File: src/rtl/ahblite_slave_mux.sv
// ahblite_slave_mux
// AHB-Lite response multiplexer and default slave for the Cortex-M0 bus matrix.
// The decoder's select lines are captured at the end of each address phase and
// held for the data phase. The captured select steers the chosen slave's
// HREADYOUT/HRESP/HRDATA back to the master. Unmapped active transfers, and
// transfers to disabled ports, get the two-cycle ERROR response from a built-in
// default slave.
//
// Handshake: an address phase completes, and its selects and HTRANS are
// captured, on a rising HCLK edge where HREADY (this block's output) is 1. While
// HREADY is 0, the pending address-phase inputs are ignored. The data-phase
// outputs come only from registered state and the slave inputs. No
// combinational path runs from any Pn_HSEL or HTRANS to the outputs.

module ahblite_slave_mux #(
    parameter bit PORT0_EN = 1'b1,
    parameter bit PORT1_EN = 1'b1,
    parameter bit PORT2_EN = 1'b1,
    parameter bit PORT3_EN = 1'b1
) (
    input  logic        HCLK,
    input  logic        HRESET,
    input  logic [1:0]  HTRANS,
    input  logic        P0_HSEL,
    input  logic        P1_HSEL,
    input  logic        P2_HSEL,
    input  logic        P3_HSEL,
    input  logic        P0_HREADYOUT,
    input  logic        P1_HREADYOUT,
    input  logic        P2_HREADYOUT,
    input  logic        P3_HREADYOUT,
    input  logic        P0_HRESP,
    input  logic        P1_HRESP,
    input  logic        P2_HRESP,
    input  logic        P3_HRESP,
    input  logic [31:0] P0_HRDATA,
    input  logic [31:0] P1_HRDATA,
    input  logic [31:0] P2_HRDATA,
    input  logic [31:0] P3_HRDATA,
    output logic        HREADY,
    output logic        HRESP,
    output logic [31:0] HRDATA,
    output logic [1:0]  dbg_state,
    output logic [2:0]  dbg_sel
);

    // Default-slave FSM states.
    localparam logic [1:0] ST_IDLE = 2'd0;
    localparam logic [1:0] ST_ERR1 = 2'd1;
    localparam logic [1:0] ST_ERR2 = 2'd2;

    // Data-phase select encodings. SEL_NONE covers both "nothing active" and
    // "default slave". The FSM state tells those two cases apart.
    localparam logic [2:0] SEL_NONE = 3'd0;
    localparam logic [2:0] SEL_P0   = 3'd1;
    localparam logic [2:0] SEL_P1   = 3'd2;
    localparam logic [2:0] SEL_P2   = 3'd3;
    localparam logic [2:0] SEL_P3   = 3'd4;

    logic [3:0] sel_mask;
    logic [2:0] sel_d;
    logic [2:0] sel_q;
    logic [1:0] state_d;
    logic [1:0] state_q;
    logic       capture;
    logic       unmapped_active;
    logic       unused_htrans0;

    // Only HTRANS[1] distinguishes an active transfer from IDLE/BUSY.
    assign unused_htrans0 = HTRANS[0];

    // A disabled port's select is forced low, so its accesses fall to the default slave.
    assign sel_mask = {P3_HSEL & PORT3_EN,
                       P2_HSEL & PORT2_EN,
                       P1_HSEL & PORT1_EN,
                       P0_HSEL & PORT0_EN};

    // An address phase ends whenever the bus reports ready.
    assign capture = HREADY;

    // Choose the next data-phase select, giving the lowest-numbered port priority.
    always_comb begin
        sel_d = SEL_NONE;
        if (sel_mask[0]) begin
            sel_d = SEL_P0;
        end else if (sel_mask[1]) begin
            sel_d = SEL_P1;
        end else if (sel_mask[2]) begin
            sel_d = SEL_P2;
        end else if (sel_mask[3]) begin
            sel_d = SEL_P3;
        end
    end

    // An active transfer that no enabled port claims must be answered with ERROR.
    assign unmapped_active = (sel_d == SEL_NONE) && HTRANS[1];

    // Hold the captured select for the data phase, and freeze it during wait states.
    always_ff @(posedge HCLK or posedge HRESET) begin
        if (HRESET) begin
            sel_q <= SEL_NONE;
        end else if (capture) begin
            sel_q <= sel_d;
        end
    end

    // Compute the next default-slave state. ERR2 can chain straight into ERR1
    // when a new unmapped active transfer is captured (back-to-back errors).
    always_comb begin
        state_d = state_q;
        case (state_q)
            ST_IDLE: begin
                if (capture && unmapped_active) begin
                    state_d = ST_ERR1;
                end
            end
            ST_ERR1: begin
                state_d = ST_ERR2;
            end
            ST_ERR2: begin
                if (capture && unmapped_active) begin
                    state_d = ST_ERR1;
                end else begin
                    state_d = ST_IDLE;
                end
            end
            default: begin
                state_d = ST_IDLE;
            end
        endcase
    end

    // Register the default-slave state.
    always_ff @(posedge HCLK or posedge HRESET) begin
        if (HRESET) begin
            state_q <= ST_IDLE;
        end else begin
            state_q <= state_d;
        end
    end

    // Drive the data-phase response. A default-slave ERROR takes precedence
    // over routing. With no port selected, the response is a zero-wait OKAY.
    always_comb begin
        HREADY = 1'b1;
        HRESP  = 1'b0;
        HRDATA = 32'h0;
        case (state_q)
            ST_ERR1: begin
                HREADY = 1'b0;
                HRESP  = 1'b1;
            end
            ST_ERR2: begin
                HREADY = 1'b1;
                HRESP  = 1'b1;
            end
            default: begin
                case (sel_q)
                    SEL_P0: begin
                        HREADY = P0_HREADYOUT;
                        HRESP  = P0_HRESP;
                        HRDATA = P0_HRDATA;
                    end
                    SEL_P1: begin
                        HREADY = P1_HREADYOUT;
                        HRESP  = P1_HRESP;
                        HRDATA = P1_HRDATA;
                    end
                    SEL_P2: begin
                        HREADY = P2_HREADYOUT;
                        HRESP  = P2_HRESP;
                        HRDATA = P2_HRDATA;
                    end
                    SEL_P3: begin
                        HREADY = P3_HREADYOUT;
                        HRESP  = P3_HRESP;
                        HRDATA = P3_HRDATA;
                    end
                    default: begin
                        HREADY = 1'b1;
                        HRESP  = 1'b0;
                        HRDATA = 32'h0;
                    end
                endcase
            end
        endcase
    end

    // Expose the internal state for observation.
    assign dbg_state = state_q;
    assign dbg_sel   = sel_q;

endmodule

File: config.mk
export PLATFORM = sky130hd
export DESIGN_NAME = ahblite_slave_mux
export DESIGN_NICKNAME = d
export VERILOG_FILES = /design/src/rtl/ahblite_slave_mux.sv
export SDC_FILE = /design/constraint.sdc
export NUM_CORES = 1
export LEC_CHECK = 0
export ABC_AREA = 1
export CAP_MARGIN = 15
export CORE_MARGIN = 5
export CORE_UTILIZATION = 25
export CTS_CLUSTER_SIZE = 30
export DETAILED_ROUTE_END_ITERATION = 8
export GPL_ROUTABILITY_DRIVEN = 0
export HOLD_SLACK_MARGIN = 0.06
export PLACE_DENSITY = 0.78
export SYNTH_ARGS = -nofsm -noshare
export SYNTH_HDL_FRONTEND = slang
export SYNTH_SLANG_ARGS = --single-unit
File: constraint.sdc
create_clock -name HCLK -period 1.45 [get_ports HCLK]
set_input_delay 0.2175 -clock HCLK [delete_from_list [all_inputs] [get_ports HCLK]]
set_output_delay 0.2175 -clock HCLK [all_outputs]
set_load 0.02 [all_outputs]
### Word-level counts from Yosys, hierarchy flattened

Index checks and enable logic that the tools add are counted.

* register bits: 5
* word-level logic and storage cells: 27

* eq/ne operators: 7
* muxes and demuxes: 13
* reduce and logical (&&, ||, !) cells: 5

Operators by type and width (count)
* case mux 32 bit (4 select lines): 1
* 2-to-1 mux 32 bit: 1
* 2-to-1 mux 3 bit: 4
* case mux 1 bit (4 select lines): 2
* == test 3 x 2 -> 1 bit, second input constant: 2
* case mux 2 bit (3 select lines): 1
* == test 3 x 1 -> 1 bit, second input constant: 1
* == test 3 bit, second input constant: 1
* logical NOT 3 bit: 1
* == test 2 x 1 -> 1 bit, second input constant: 1
* == test 2 bit, second input constant: 1
* logical AND 1 bit: 2
* logical NOT 2 bit: 1
* 2-to-1 mux 1 bit: 2
* 2-to-1 mux 2 bit: 1
* inequality test 2 bit, second input constant: 1
* case mux 1 bit (2 select lines): 1
* OR reduction 2 bit: 1

### Depth between registers and ports, before layout

Gate-level depths: netlist of the first run.

* word-level depth: 9
* depth in mapped cells: 10

### Worst setup path after synthesis of the first run

Ideal clock, no wire load.

* path type: reg2reg
* from: register state_q[0], in the netlist dbg_state[0]
* to: register state_q[0], in the netlist dbg_state[0]
* stages on the path, launching flop included: 10
* setup slack: -0.310 ns
* data required time: 1.332 ns
* arrival: 1.642 ns
* buffers on the path: 1
* path through: dfrtp_1 inv_1 ha_1 buf_2 inv_1 or2_2 nand2_4 inv_2 nand3_1 nand2_1

* longest elaborated chain between the ends: 5

Ends and longest elaborated chain
* start, declared: RTL line 64 `logic [1:0] state_q;`
* start signal, assigned: RTL line 138 `state_q <= state_d;`
* == test 2 bit or == test 2 x 1 -> 1 bit (tied branches): RTL line 148 `case (state_q)`
* case mux 1 bit (2 select lines) (*): RTL line 148
* via HREADY: RTL line 40 `output logic HREADY,`
* logical AND 1 bit (*): RTL line 113, 121
* 2-to-1 mux 1 bit: RTL line 121 `if (capture && unmapped_active) begin`
* case mux 2 bit (3 select lines): RTL line 111 `case (state_q)`

Mark *: on every way through the listed nets, which the timed path passes. The rest lies on a longest branch.
A chain may end at the register's enable or synchronous reset.

### Final worst setup path of the first run

* from: register sel_q[0], in the netlist dbg_sel[0]
* to: output HRDATA[21]

* longest elaborated chain between the ends: 3

Ends and longest elaborated chain
* start, declared: RTL line 62 `logic [2:0] sel_q;`
* start signal, assigned: RTL line 103 `sel_q <= sel_d;`
* == test 3 bit, or another cell as far along: RTL line 158 `case (sel_q)`
* case mux 32 bit (4 select lines) (*): RTL line 158
* 2-to-1 mux 32 bit (*): RTL line 148
* end, declared: RTL line 42 `output logic [31:0] HRDATA,`

Every way passes the cells marked *; elsewhere a longest branch is shown, timed or not.

==> summary.md, run 1 <==
| Metric | Value |
|---|---|
| Die area | 0.00830 mm² |
| Tcrit/Tclk final | 134% |
| Drt first pass iters | 4 |
| Non-Filler Instances | 537 |
| Lkg Pwr | 1.96 nW |
| Nature of the critical path endpoint | output port |
| Clock power frac | 2.2% |
| Final setup viols | 39 |
| Clock-pin slew on the worst setup and hold paths | 40 ps |
| Initial Util | 25.7% |
| Clk buf depth | 2 |
| Violated checks | negative setup slack |
| Sink Count | 5 |
| Routed Antenna Nets | 0 |
| Htree depth | 1 |
| Placed Cells | 516 |
| DIE HEIGHT | 91.1 µm |
| Worst-path maximum fanout | 5 |
| WS Path Type | reg2out |
| First-pass GRT wire length | 14900 µm |
| Mean area per synthesized cell | 6.66 µm² |
| DPL Wire Length | 7690 µm |
| Via count | 2728 |
| Antenna violations before repair | 0 |
| Top sig layer | met4 |
| R2R Setup Slk | -360 ps |
| Seq/Total Area, Yosys | 7.61% |
| Wire per inst | 19.7 µm |
| Syn Inst Count | 247 |
| Seq pwr share | 2.9% |
| Post-synthesis net count | 395 |
| WP data arrival | 1730 ps |
| Final core occ | 76.8% |
| Worst Setup Start Kind | flop |
| Net Switching | 6.08 mW |
| CTS tree | built |
| Met1 WL | 3720 µm |
| Hold Crit Class | in2async |
| Layout Skew | 2.28 ps |
| Share of cells above drive strength 1 | 47.4% |
| Pin count of the biggest net entering global routing | 25 |
| Synth warnings | 0 |
| Overflow after GRT | 0 |
| Clk root buf | clkbuf_8 |
| Internal | 6.19 mW |
| Post-DR vias/cell | 5.08 |
| PortBufs | 181 |
| Max-slew violations | 0 |
| R2r endpoint | dbg_state[1] |
| Most frequent cells in the layout | clkdlybuf4s50_1 (142), buf_6 (39), inv_1 (36) |
| Final Hold Vio Count | 0 |
| MaxCap Viol Count | 0 |
| Total track usage | 22.1% |
| Clock buffer count from CTS | 3 |
| FF+latch count, synth | 5 |
| Drc violations | 0 |
| Outcome | finished with violations |
| Die width | 91.1 µm |
| Vias in the first global route | 2835 |
| Maximum vdd drop | 0.00211 V |
| Length of routed met3 wiring | 984 µm |
| Cell row count | 29 |
| WL final | 10600 µm |
| R2R depth | 12 |
| P per Cell Area | 2500 mW/mm² |
| Top Ports | 183 |
| Latest clock arrival within the worst-skew pair | 230 ps |
| Slew headroom | 72.1% |
| Worst slack, placed | -691 ps |
| Met2 WL | 5650 µm |
| Critical Path RT | 1230 ps |
| Number of diodes | 0 |
| Net count, final | 609 |
| Synth unique cells | 25 |
| Setup TNS Final | -16530 ps |
| RSZ-0062 raised after global routing | true |
| Highest clock rate | 513 MHz |
| Final WS setup | -500 ps |
| Commonest non-fill, non-tap cell in the layout | clkdlybuf4s50_1 |
| Initial DRC count | 82 |
| Comb pwr share | 95.0% |
| Synthesized area | 0.00164 mm² |
| Switching Fraction | 49.5% |
| CORE AREA | 0.00639 mm² |
| Reg2reg start | dbg_sel[0] |
| Post-layout min period | 1950 ps |
| Worst-Margin Slew | 415 ps |
| Area grow syn2layout | 198% |
-- worst max path at each step --
stage                             to  cells after the start         start
final                     HRDATA[21]                      8    dbg_sel[0]
after global routing      HRDATA[20]                      8    dbg_sel[0]
after CTS                 HRDATA[31]                      7    dbg_sel[2]
after detailed placement  HRDATA[31]                      7    dbg_sel[2]
after global placement    HRDATA[31]                      7    dbg_sel[2]
after floorplan               HREADY                      7  dbg_state[0]
-- sequential cells by signal, indices dropped and copies added (netlist names) --
signal and cells:
dbg_sel 3, dbg_state 2
-- timing repair --
action                                  in CTS  in global routing
endpoints found under the setup margin      44                 42
setup buffers                               10                  3
gates cloned                                 2                  2
pin swaps                                   15                 15
hold buffers                                 0                  0
resized for setup                          203                 90
-- logic make-up (layout without fill, tap and decap cells) --
kind of cell,Yosys count,count (layout),synth area share (%)
and+or+nand+nor,99,99,29.1
AOI/OAI and AO/OA,73,73,41.4
adders and majority gates,4,4,3.04
buffers and inverters,66,279,18.8
DFF,5,5,7.61
-- critical path, stage by stage (launching register included) --
cell      delay (ps)
dfrtp_2          480
nor2_4            70
nand2_2           90
clkinv_4         110
buf_12           170
buf_6            120
a221oi_4         280
nor2_4            40
buf_6            130
-- cell usage after synthesis --
cell | n | area [µm²]
nor2_1 | 36 | 135
nand2_2 | 2 | 12.5
or2_2 | 1 | 6.26
nand4_1 | 2 | 12.5
a21oi_2 | 1 | 8.76
o21ai_0 | 35 | 175
inv_2 | 4 | 15.0
nand3_2 | 3 | 30.0
nand2_1 | 12 | 45.0
nor3_1 | 1 | 5.00
ha_1 | 4 | 50.1
nor2_2 | 1 | 6.26
nand3_1 | 39 | 195
clkbuf_1 | 3 | 11.3
a21oi_1 | 1 | 5.00
o21ai_1 | 3 | 15.0
dfrtp_1 | 5 | 125
buf_4 | 5 | 37.5
a221oi_1 | 3 | 26.3
nor2_8 | 1 | 20.0
buf_6 | 4 | 45.0
nand2_4 | 1 | 11.3
a221oi_2 | 30 | 450
buf_2 | 10 | 50.1
inv_1 | 40 | 150
-- final cells by class --
| type | instances | area, µm² |
|---|---|---|
| repair buffers | 231 | 2440 |
| multi-input cells | 176 | 2010 |
| flip-flops and latches | 5 | 131 |
| well taps | 77 | 96.3 |
| inverters | 44 | 180 |
| fillers | 417 | 1480 |
| clock buffers | 4 | 45.0 |
-- layer usage --
metal / up-vias / GRT usage (%)
li1: 1297 / -
met1: 1267 / 24.3
met2: 146 / 41.3
met3: 18 / 6.12
met4: 0 / 5.62
met5: - / 0
-- stage by stage --
step	hold slack (ps)	area (µm²)	power, mW
2_1_floorplan	-3.93	2240	6.56
3_3_place_gp	436	4280	9.99
3_5_place_dp	455	4280	10.1
4_1_cts	211	4610	11.1
5_1_grt	212	4900	12.9
6_report	203	4900	12.3
-- power by group through the flow --
stage / sequential [mW] / combinational (mW) / clock, mW
6_report: 0.351 / 11.7 / 0.268
4_1_cts: 0.342 / 10.5 / 0.281
2_1_floorplan: 0.356 / 6.20 / 0
3_3_place_gp: 0.342 / 9.65 / 0
5_1_grt: 0.364 / 12.2 / 0.305
3_5_place_dp: 0.345 / 9.80 / 0
No activity file was read; power rests on OpenSTA's default activity.
==> inputs of run 2 (changes only) <==
--- a/config.mk
+++ b/config.mk
@@ -16,2 +16,3 @@
 export PLACE_DENSITY = 0.78
+export SLEW_MARGIN = 10
 export SYNTH_ARGS = -nofsm -noshare
--- a/constraint.sdc
+++ b/constraint.sdc
@@ -3,2 +3,2 @@
 set_output_delay 0.2175 -clock HCLK [all_outputs]
-set_load 0.02 [all_outputs]
+set_load 0.05 [all_outputs]
==> summary.md, run 2 (synthesis results as in run 1) <==
| Metric | Value |
|---|---|
| Most frequent cells in the layout | clkdlybuf4s50_1 (142), buf_12 (49), nand3_1 (36), inv_1 (36), o21ai_2 (31) |
| Initial Util | 25.7% |
| Commonest non-fill, non-tap cell in the layout | clkdlybuf4s50_1 |
| Max-slew violations | 0 |
| Layout Skew | 4.39 ps |
| Clk root buf | clkbuf_8 |
| R2R depth | 11 |
| WS Path Type | reg2out |
| Cell row count | 29 |
| Antenna violations before repair | 0 |
| DIE HEIGHT | 91.1 µm |
| Hold Crit Class | in2async |
| Reg2reg start | dbg_sel[0] |
| Switching Fraction | 51.8% |
| Worst-Margin Slew | 316 ps |
| MaxCap Viol Count | 0 |
| Area grow syn2layout | 214% |
| Violated checks | negative setup slack |
| Net Switching | 8.44 mW |
| Routed Antenna Nets | 0 |
| Comb pwr share | 96.3% |
| Tcrit/Tclk final | 131% |
| Highest clock rate | 528 MHz |
| Final Hold Vio Count | 0 |
| Final setup viols | 39 |
| CORE AREA | 0.00639 mm² |
| Post-DR vias/cell | 5.19 |
| Share of cells above drive strength 1 | 47.2% |
| Seq pwr share | 2.1% |
| Htree depth | 1 |
| Vias in the first global route | 2910 |
| Via count | 2775 |
| RSZ-0062 raised after global routing | true |
| Maximum vdd drop | 0.00275 V |
| Drt first pass iters | 4 |
| P per Cell Area | 3160 mW/mm² |
| CTS tree | built |
| PortBufs | 181 |
| Clock buffer count from CTS | 3 |
| Max reg flops | 3 |
| Clock power frac | 1.6% |
| Final hold slack | 193 ps |
| Total track usage | 22.1% |
| Final WS setup | -445 ps |
| R2R Setup Slk | -220 ps |
| Initial DRC count | 76 |
| Clk buf depth | 2 |
| R2r endpoint | dbg_sel[0] |
| Wire per inst | 21.1 µm |
| Lkg Pwr | 2.01 nW |
| First-pass GRT wire length | 15000 µm |
| WL final | 11300 µm |
| Drc violations | 0 |
| Worst slack, placed | -312 ps |
| Internal | 7.86 mW |
| Critical Path RT | 1230 ps |
| Post-layout min period | 1890 ps |
| Slew headroom | 79.0% |
| Worst Setup Start Kind | flop |
| Worst Setup EP | HRDATA[9] |
| Die width | 91.1 µm |
| Sink Count | 5 |
| Latest clock arrival within the worst-skew pair | 220 ps |
| DPL Wire Length | 7750 µm |
| Net count, final | 607 |
| Nature of the critical path endpoint | output port |
| Number of diodes | 0 |
| Fillers | 345 |
| Pin count of the biggest net entering global routing | 22 |
| CP startpoint | dbg_sel[0] |
| Clock-pin slew on the worst setup and hold paths | 40 ps |
| Die area | 0.00830 mm² |
| Overflow after GRT | 0 |
| WP data arrival | 1680 ps |
| Outcome | finished with violations |
| Worst-path maximum fanout | 8 |
| Top Ports | 183 |
## run 2: cell count changes in the layout (fill, tap and decap cells not counted), sizes merged
| cell | delta |
|---|---|
| inv | +1 |
| dlygate4sd2 | -3 |
| buf | +1 |
| clkbuf | -1 |
## run 2: final cells by class
| cell class | count | area (µm²) | share of cell area, % |
|---|---|---|---|
| Tap cell | 77 | 96.3 | 1.87 |
| Inverter | 44 | 183 | 3.54 |
| Sequential cell | 5 | 131 | 2.55 |
| Multi-Input combinational cell | 176 | 1920 | 37.3 |
| Clock inverter | 1 | 5.00 | 0.0971 |
| Timing Repair Buffer | 229 | 2780 | 53.9 |
| Clock buffer | 3 | 41.3 | 0.801 |
## run 2: worst min path at each step
stage	startpoint	end	slack, ps	depth (start not counted)
finish	HRESET	dbg_state[0]	190	2
global route	HRESET	dbg_state[0]	220	2
CTS	HRESET	dbg_state[0]	200	2
detailed placement	HRESET	dbg_state[0]	440	2
global placement	HRESET	dbg_state[0]	440	2
floorplan	HRESET	dbg_sel[0]	-4	1
## run 2: power groups by stage
stage / clock (mW) / combinational [mW] / sequential [mW]
after CTS: 0.263 / 14.8 / 0.342
final: 0.256 / 15.7 / 0.343
after detailed placement: 0 / 13.9 / 0.349
after floorplan: 0 / 7.79 / 0.494
after global placement: 0 / 13.7 / 0.338
after global routing: 0.269 / 16.3 / 0.357
## run 2: critical path: stages, from the launching register on
cell and delay, ps:
dfrtp_2 460, nor2_2 70, nand2_2 90, inv_4 80
clkbuf_16 190, a221oi_4 320, nor2_4 80, buf_12 150
## run 2: what timing repair did
action	CTS	global route
gates resized for setup	46	32
setup endpoints to repair	39	39
buffers inserted	4	0
hold endpoints to repair	0	0
hold buffers	0	0
cloned	0	5
pin swaps	2	5
## run 2: layer usage
layer / GRT usage (%) / up-vias / part of all wire, %
met5: 0 / - / 0
li1: - / 1288 / -
met4: 10.5 / 0 / 6.2
met2: 42.1 / 152 / 52
met3: 4.30 / 54 / 6.5
met1: 22.9 / 1281 / 35
## run 2: metrics by stage
step                power, mW  cell area [µm²]  util [%]  std cells  TNS (ps)
floorplan                8.28             2000         -        247     -9450
global placement         14.0             4490      70.2        522     -5470
detailed placement       14.2             4490      70.2        522     -6990
CTS                      15.4             4880      76.4        530    -14870
global route             16.9             5150      80.7        535    -17930
finish                   16.3             5150      80.7        535    -14820
